File: src/rtl/trap_ctrl_if.sv
// ============================================================================
// Module      : trap_ctrl_if
// Description : Decode/execute and CSR-file signal bundle for the trap sequencer.
// Revision    : 1.0 - initial release
// ============================================================================
`default_nettype none

interface trap_ctrl_if;
    logic        instr_valid_i;
    logic [31:0] pc_i;
    logic        illegal_i;
    logic        ebreak_i;
    logic        ecall_i;
    logic        mret_i;
    logic        irq_i;
    logic        mie_i;
    logic [31:0] epc_i;
    logic        save_epc_o;
    logic [31:0] epc_pc_o;
    logic [31:0] cause_o;
    logic        stall_o;
    logic        redirect_o;
    logic [31:0] redirect_pc_o;

    modport master (
        output instr_valid_i, pc_i, illegal_i, ebreak_i, ecall_i, mret_i,
               irq_i, mie_i, epc_i,
        input  save_epc_o, epc_pc_o, cause_o, stall_o, redirect_o, redirect_pc_o
    );

    modport slave (
        input  instr_valid_i, pc_i, illegal_i, ebreak_i, ecall_i, mret_i,
               irq_i, mie_i, epc_i,
        output save_epc_o, epc_pc_o, cause_o, stall_o, redirect_o, redirect_pc_o
    );
endinterface

`default_nettype wire

File: src/rtl/trap_ctrl.sv
// ============================================================================
// Module      : trap_ctrl
// Description : Machine-mode trap sequencer: EPC save, flush stall, redirect.
// Revision    : 1.0 - initial release
// ============================================================================
`default_nettype none

module trap_ctrl #(
    parameter logic [31:0] TRAP_VECTOR  = 32'h0000_0010,
    parameter int          FLUSH_CYCLES = 2
) (
    input  wire logic   clk,
    input  wire logic   rst,
    trap_ctrl_if.slave  bus
);

    localparam logic [3:0]  c_flush_load   = 4'(FLUSH_CYCLES - 1);
    localparam logic [31:0] c_cause_ill    = 32'h0000_0002;
    localparam logic [31:0] c_cause_ebreak = 32'h0000_0003;
    localparam logic [31:0] c_cause_ecall  = 32'h0000_000B;
    localparam logic [31:0] c_cause_irq    = 32'h8000_000B;

    typedef enum logic [1:0] {
        ST_IDLE     = 2'd0,
        ST_TRAP     = 2'd1,
        ST_FLUSH    = 2'd2,
        ST_REDIRECT = 2'd3
    } state_t;

    state_t      r_state;
    state_t      w_state_nxt;
    logic        r_irq_meta;
    logic        r_irq_s;
    logic [3:0]  r_cnt;
    logic        r_mret;
    logic [31:0] r_epc_pc;
    logic [31:0] r_cause;
    logic [31:0] r_redirect_pc;
    logic        w_take_trap;
    logic        w_take_mret;
    logic [31:0] w_cause;
    logic [31:0] w_redirect_target;

    // Two-flop synchronizer; the level is not latched, so a short pulse can be lost.
    always_ff @(posedge clk or posedge rst) begin
        if (rst) begin
            r_irq_meta <= 1'b0;
            r_irq_s    <= 1'b0;
        end else begin
            r_irq_meta <= bus.irq_i;
            r_irq_s    <= r_irq_meta;
        end
    end

    always_ff @(posedge clk or posedge rst) begin
        if (rst) begin
            r_state <= ST_IDLE;
        end else begin
            r_state <= w_state_nxt;
        end
    end

    always_comb begin
        w_state_nxt = r_state;
        w_take_trap = 1'b0;
        w_take_mret = 1'b0;
        w_cause     = '0;
        case (r_state)
            ST_IDLE: begin
                if (bus.instr_valid_i) begin
                    if (bus.illegal_i) begin
                        w_take_trap = 1'b1;
                        w_cause     = c_cause_ill;
                    end else if (bus.ebreak_i) begin
                        w_take_trap = 1'b1;
                        w_cause     = c_cause_ebreak;
                    end else if (bus.ecall_i) begin
                        w_take_trap = 1'b1;
                        w_cause     = c_cause_ecall;
                    end else if (r_irq_s && bus.mie_i) begin
                        w_take_trap = 1'b1;
                        w_cause     = c_cause_irq;
                    end else if (bus.mret_i) begin
                        w_take_mret = 1'b1;
                    end
                end
                if (w_take_trap) begin
                    w_state_nxt = ST_TRAP;
                end else if (w_take_mret) begin
                    w_state_nxt = ST_FLUSH;
                end
            end
            ST_TRAP:     w_state_nxt = ST_FLUSH;
            ST_FLUSH: begin
                if (r_cnt == 4'd0) begin
                    w_state_nxt = ST_REDIRECT;
                end
            end
            ST_REDIRECT: w_state_nxt = ST_IDLE;
            default:     w_state_nxt = ST_IDLE;
        endcase
    end

    // Counter is loaded only on FLUSH entry, so it never wraps below zero.
    always_ff @(posedge clk or posedge rst) begin
        if (rst) begin
            r_cnt         <= 4'd0;
            r_mret        <= 1'b0;
            r_epc_pc      <= '0;
            r_cause       <= '0;
            r_redirect_pc <= '0;
        end else begin
            if (r_state == ST_TRAP || w_take_mret) begin
                r_cnt <= c_flush_load;
            end else if (r_state == ST_FLUSH && r_cnt != 4'd0) begin
                r_cnt <= r_cnt - 4'd1;
            end
            if (w_take_trap) begin
                r_epc_pc <= bus.pc_i;
                r_cause  <= w_cause;
                r_mret   <= 1'b0;
            end else if (w_take_mret) begin
                r_mret   <= 1'b1;
            end
            if (r_state == ST_REDIRECT) begin
                r_redirect_pc <= w_redirect_target;
            end
        end
    end

    // mret returns to mepc as it reads in the redirect cycle itself.
    assign w_redirect_target = r_mret ? bus.epc_i : TRAP_VECTOR;

    assign bus.save_epc_o    = (r_state == ST_TRAP);
    assign bus.stall_o       = (r_state != ST_IDLE);
    assign bus.redirect_o    = (r_state == ST_REDIRECT);
    assign bus.redirect_pc_o = (r_state == ST_REDIRECT) ? w_redirect_target : r_redirect_pc;
    assign bus.epc_pc_o      = r_epc_pc;
    assign bus.cause_o       = r_cause;

endmodule

`default_nettype wire

File: src/flat_wrapper.sv
// flat-port wrapper written by rule: the top's interface ports become plain ports
module trap_ctrl_flat 
#(
    parameter logic [31:0] TRAP_VECTOR  = 32'h0000_0010,
    parameter int          FLUSH_CYCLES = 2
)
  (clk, rst, bus_instr_valid_i, bus_pc_i, bus_illegal_i, bus_ebreak_i, bus_ecall_i, bus_mret_i, bus_irq_i, bus_mie_i, bus_epc_i, bus_save_epc_o, bus_epc_pc_o, bus_cause_o, bus_stall_o, bus_redirect_o, bus_redirect_pc_o);
  trap_ctrl_if bus_i ();
  input  wire logic clk;
  input  wire logic rst;
  input wire logic [$bits(bus_i.instr_valid_i)-1:0] bus_instr_valid_i;
  input wire logic [$bits(bus_i.pc_i)-1:0] bus_pc_i;
  input wire logic [$bits(bus_i.illegal_i)-1:0] bus_illegal_i;
  input wire logic [$bits(bus_i.ebreak_i)-1:0] bus_ebreak_i;
  input wire logic [$bits(bus_i.ecall_i)-1:0] bus_ecall_i;
  input wire logic [$bits(bus_i.mret_i)-1:0] bus_mret_i;
  input wire logic [$bits(bus_i.irq_i)-1:0] bus_irq_i;
  input wire logic [$bits(bus_i.mie_i)-1:0] bus_mie_i;
  input wire logic [$bits(bus_i.epc_i)-1:0] bus_epc_i;
  output wire logic [$bits(bus_i.save_epc_o)-1:0] bus_save_epc_o;
  output wire logic [$bits(bus_i.epc_pc_o)-1:0] bus_epc_pc_o;
  output wire logic [$bits(bus_i.cause_o)-1:0] bus_cause_o;
  output wire logic [$bits(bus_i.stall_o)-1:0] bus_stall_o;
  output wire logic [$bits(bus_i.redirect_o)-1:0] bus_redirect_o;
  output wire logic [$bits(bus_i.redirect_pc_o)-1:0] bus_redirect_pc_o;
  assign bus_i.instr_valid_i = bus_instr_valid_i;
  assign bus_i.pc_i = bus_pc_i;
  assign bus_i.illegal_i = bus_illegal_i;
  assign bus_i.ebreak_i = bus_ebreak_i;
  assign bus_i.ecall_i = bus_ecall_i;
  assign bus_i.mret_i = bus_mret_i;
  assign bus_i.irq_i = bus_irq_i;
  assign bus_i.mie_i = bus_mie_i;
  assign bus_i.epc_i = bus_epc_i;
  assign bus_save_epc_o = bus_i.save_epc_o;
  assign bus_epc_pc_o = bus_i.epc_pc_o;
  assign bus_cause_o = bus_i.cause_o;
  assign bus_stall_o = bus_i.stall_o;
  assign bus_redirect_o = bus_i.redirect_o;
  assign bus_redirect_pc_o = bus_i.redirect_pc_o;
  trap_ctrl #(.TRAP_VECTOR(TRAP_VECTOR), .FLUSH_CYCLES(FLUSH_CYCLES)) u_core (.clk(clk), .rst(rst), .bus(bus_i));
endmodule
File: config.mk
export PLATFORM = sky130hd
export DESIGN_NAME = trap_ctrl_flat
export DESIGN_NICKNAME = d
export VERILOG_FILES = /design/src/rtl/trap_ctrl_if.sv /design/src/rtl/trap_ctrl.sv /design/src/flat_wrapper.sv
export SDC_FILE = /design/constraint.sdc
export NUM_CORES = 1
export LEC_CHECK = 0
export BUFFER_PORTS_ARGS = -buffer_cell sky130_fd_sc_hd__buf_4
export CORE_UTILIZATION = 40
export CTS_CLUSTER_DIAMETER = 50
export DETAILED_ROUTE_END_ITERATION = 10
export MAX_ROUTING_LAYER = met4
export PLACE_DENSITY_LB_ADDON = 0.15
export SYNTH_ARGS = -nofsm -noshare
export SYNTH_HDL_FRONTEND = slang
export SYNTH_SLANG_ARGS = --single-unit
File: constraint.sdc
create_clock -name clk -period 2.37 [get_ports clk]
set_input_delay 0.237 -clock clk [delete_from_list [all_inputs] [get_ports clk]]
set_output_delay 0.237 -clock clk [all_outputs]
set_load 0.005 [all_outputs]
=== Word level (Yosys, flattened, before mapping) ===
Cells that the tools add are included.
W data, S select, Z words.

* Bits in registers: 105
* Bits in latches: 0
* RAM bits: 0
* Memory bits (read-only): 0
* Input bits: 73
* Output and inout port bits: 99
* Word-level logic and storage cells: 55
* Memories kept: 0

* Add/subtract/negate cells: 1
* Multiply operators: 0
* Div/mod/pow operators: 0
* $lt $le $gt $ge: 0
* Equality and inequality tests: 5
* Shift operators: 0
* Mux-type cells: 31
* Bitwise operators: 0
* Reduce and logical (&&, ||, !) cells: 10

{| class="wikitable"
|+ Operator list
! cell !! number
|-
| $mux W32 || 8
|-
| $mux W1 || 17
|-
| $mux W4 || 2
|-
| $pmux W2 S4 || 1
|-
| $mux W2 || 3
|-
| $reduce_bool A2 Y1 || 3
|-
| $eq A2 B2 Y1 const B || 2
|-
| $logic_not A4 Y1 || 1
|-
| $reduce_bool A4 Y1 || 1
|-
| $sub A4 B1 Y4 const B || 1
|-
| $ne A3 B3 Y1 const B || 1
|-
| $eq A2 B1 Y1 const B || 1
|-
| $logic_and A1 B1 Y1 || 2
|-
| $logic_not A2 Y1 || 1
|-
| $ne A2 B1 Y1 const B || 1
|-
| $reduce_and A2 Y1 || 1
|-
| $logic_or A1 B1 Y1 || 1
|}

=== Longest topological paths before layout ===
* Word-level depth: 10
* Depth in mapped cells: 7
* Gate-level depth less buffers: 6

=== Least setup slack after synthesis ===
Ideal clock, no wire load.

* Kind: reg2reg
* From: register u_core.r_state[0]
* To: register u_core.r_epc_pc[10], in the netlist u_core.bus.epc_pc_o[10]
* Arrival: 1.587 ns
* Required time: 2.245 ns
* Slack: 0.658 ns
* Stages on the path, launching flop included: 7
* Buffers on the path: 1
* Clock period less this slack: 1.712 ns
* Cells stage by stage: dfrtp_1 inv_1 ha_1 nand2_1 nor2_4 buf_6 mux2_4

* Word-level cells in the longest chain between the ends: 2

{| class="wikitable"
|+ RTL lines
! item !! RTL line !! text
|-
| from (decl) || trap_ctrl.sv:30 || <nowiki>state_t r_state;</nowiki>
|-
| from (signal assigned) || trap_ctrl.sv:59 || <nowiki>r_state <= w_state_nxt;</nowiki>
|-
| $logic_not A2 Y1 || trap_ctrl.sv:68 || <nowiki>case (r_state)</nowiki>
|-
| $mux W1 || trap_ctrl.sv:68 ||
|-
| to (signal assigned) || trap_ctrl.sv:119 || <nowiki>r_epc_pc <= bus.pc_i;</nowiki>
|-
| to (decl) || trap_ctrl.sv:36 || <nowiki>logic [31:0] r_epc_pc;</nowiki>
|}

Every way passes these cells.
A chain may end at the register's enable or synchronous reset.

=== Worst setup path in the final report ===
* From: register u_core.r_state[0]
* To: output port bus_redirect_pc_o[14]

* Word-level cells in the longest chain between the ends: 2

{| class="wikitable"
|+ RTL lines
! item !! RTL line !! text
|-
| $eq A2 B2 Y1 || trap_ctrl.sv:137 || <nowiki>assign bus.redirect_pc_o = (r_state == ST_REDIRECT) ? w_redirect_target : r_redirect_pc;</nowiki>
|-
| $mux W32 || trap_ctrl.sv:137 ||
|-
| to (decl) || flat_wrapper.sv:25 || <nowiki>output wire logic [$bits(bus_i.redirect_pc_o)-1:0] bus_redirect_pc_o;</nowiki>
|}

Every way passes these cells.

==> flow_summary.toml <==
[clock_network]
clock_latency_ns = 0.33
cts_buffer_depth = 2
cts_tree = "built"
clkTransAtPathRegs_ns = 0.08
ctsRootBufferMaster = "clkbuf_8"
cts.sinks = 77
numCtsBuffers = 9
htree_levels = 3

[yosys]
syn_area_sq_um = 3410
yosys_register_bits = 77
syn_area_per_cell_sq_um = 11.7
yosys.cell_types.count = 33
syn_inst = 292
yosys_warnings = 0
synth-seq-area-share_pct = 56.6

[critical_path]
crit_path_start = "u_core.r_state[0]"
cp_max_fo = 31
worstPathCellList = "ha_1 > and2_2 > nand2_1 > o21ai_0 > buf_4"
critPathArrivalTime_ns = 1.81
end_kind = "output pin"
max_stage_delay_ns = 0.51
cp-start-kind = "flip-flop"
critical_path_class = "reg2out"
critPathRequiredTime_ns = 2.13
cpMaxStageDelayCell = "and2_2"
r2r_start = "u_core.r_state[0]"

[global_routing]
grt_antenna_before_repair = 0
grt_pass1_vias = 2387
grt_max_degree = 45
grt_use_total_pct = 17.6
grt_first_pass_wirelength_um = 11500
overflow = 0

[routing]
wl_per_cell_um = 13.3
antenna_left = 0
via_per_inst = 4.43
dr.pass1.iters = 4
first_iter_violations = 44
vias = 2448
drc_errors = 0
finalWirelength_um = 7360

[floorplanning]
fp.dieH_um = 94.3
dieArea_sq_um = 8890
coreArea_sq_um = 8220
fp-row-count = 33
die_x_um = 94.3
start_util_pct = 41.4
io_pins = 172

[timing]
skew_ns = 0.00983
fin_crit_ns = 2.05
worstMarginPinSlew_ns = 0.606
setup_viol_count_final = 0
relSlewSlack_pct = 59.6
fmax_mhz = 488
finalSetupTns_ns = 0
finalHoldViolCount = 0
layout_worst_path_cycle_share_pct = 86.5
rsz0062_at_grt = "no"
maxSlewViolCount = 0

[run_status]
outcome = "completed"

[placement]
place_hpwl_um = 5350
post_dp_cell_area_sq_um = 4520
port-buffer-count = 143
gp_congestion = 0.823

[power_and_ir_drop]
p_per_area_nw_per_um2 = 1230
peakVddDrop_mv = 0.556
power.total_uw = 5860
leakage_uw = 0.00240

[finish]
design_area_sq_um = 4760
drive_gt1_share_pct = 45.0
nets = 520
fillCellCount = 730
syn_to_final_growth_pct = 39.9
diodes = 0
fin_util_pct = 58.0
mostFrequentLayoutCells = "buf_4, dfrtp_1, inv_1"
layout_commonest_cell = "buf_4"

[worst_hold_path]
min_from = "bus_pc_i[19]"
hold_class = "in2reg"

[run]
drv_cap = 0
worst max-delay path: cells and delay by family (launching register included):
family,cells,cell delay [ns]
adder cells (fa/ha/maj),1,0.17
flip-flops,1,0.38
AO/OA/AOI/OAI,1,0.15
AND/OR/NAND/NOR,2,0.60
buffers and inverters,1,0.18
metrics by stage:
step	setup WS [ns]	std cells	hold slack (ns)
floorplan	0.166	319	0.268
detailed placement	0.283	534	0.338
global route	0.125	552	0.105
finish	0.320	552	0.127
global placement	0.339	534	0.331
CTS	0.296	552	0.107
area by class of cell:
cell class | count | area (sq um) | area share (%)
Multi-Input combinational cell | 164 | 1160 | 24.4
Tap cell | 105 | 131 | 2.76
Inverter | 40 | 151 | 3.18
Clock buffer | 11 | 141 | 2.97
Clock inverter | 5 | 83.8 | 1.76
Sequential cell | 77 | 1930 | 40.4
Timing Repair Buffer | 150 | 1170 | 24.5
cell usage after synthesis (all sizes together):
library cell / number / share of area [%]
nor2: 8 / 1.1
clkbuf: 7 / 0.77
nand2: 33 / 3.6
ha: 5 / 1.8
o22ai: 2 / 0.37
nor3: 1 / 0.15
a221oi: 1 / 0.26
o22a: 1 / 0.26
conb: 1 / 0.11
inv: 40 / 4.4
a2111oi: 1 / 0.81
o31a: 1 / 0.26
o41ai: 1 / 0.26
o21ai: 32 / 4.7
o311a: 1 / 0.29
and2: 1 / 0.18
nand3: 1 / 0.15
dfrtp: 77 / 57
nand2b: 1 / 0.18
nor4: 1 / 0.18
xnor2: 2 / 0.51
or2: 1 / 0.18
buf: 31 / 7.2
nor3b: 1 / 0.22
mux2i: 1 / 0.29
a41o: 1 / 0.29
a21oi: 3 / 0.44
a31oi: 1 / 0.18
a211oi: 2 / 0.44
mux2: 33 / 14
per-layer routing:
layer	GRT usage, %	wire (um)	up-vias
met5	-	0	-
met4	6.67	93	0
met3	3.40	349	10
met2	28.6	3760	84
met1	21.7	3150	1165
li1	-	-	1189
flip-flops by register name, indices dropped and copies added (netlist names):
register              cells
u_core.bus.cause_o        4
u_core.bus.epc_pc_o      32
u_core.r_cnt              4
u_core.r_irq_meta         1
u_core.r_irq_s            1
u_core.r_mret             1
u_core.r_redirect_pc     32
u_core.r_state            2
cell families after synthesis:
kind of cell | count (synthesis) | share of synthesized area (%)
buffers and inverters | 78 | 12.3
other | 1 | 0.110
xor gates and xnor gates | 2 | 0.514
and+or+nand+nor | 48 | 5.99
AOI/OAI and AO/OA | 47 | 8.56
DFF | 77 | 56.6
adders and majority gates | 5 | 1.84
muxes | 34 | 14.1
final timing paths:
kind | slack, ns | endpoint | cells after the start
setup reg to reg | 0.40 | u_core.bus.cause_o[31] | 6
setup / recovery | 0.32 | bus_redirect_pc_o[14] | 5
max in group asynchronous | 1.20 | u_core.bus.epc_pc_o[22] | 4
min in group asynchronous | 0.52 | u_core.r_redirect_pc[8] | 3
hold / removal | 0.13 | u_core.bus.epc_pc_o[19] | 2
hold reg to reg | 0.36 | u_core.r_irq_s | 0
power breakdown:
group	total (uW)	switching (uW)	internal, uW
Sequential	2230	292	1930
Clock	1100	473	624
Combinational	2540	1040	1510
what timing repair did:
action,4_1_cts,5_1_grt
buffers inserted,0,0
endpoints found under the hold margin,34,0
resized for setup,1,0
endpoints found under the setup margin,31,0
hold buffers,2,0
No activity file was read; power rests on OpenSTA's default activity.
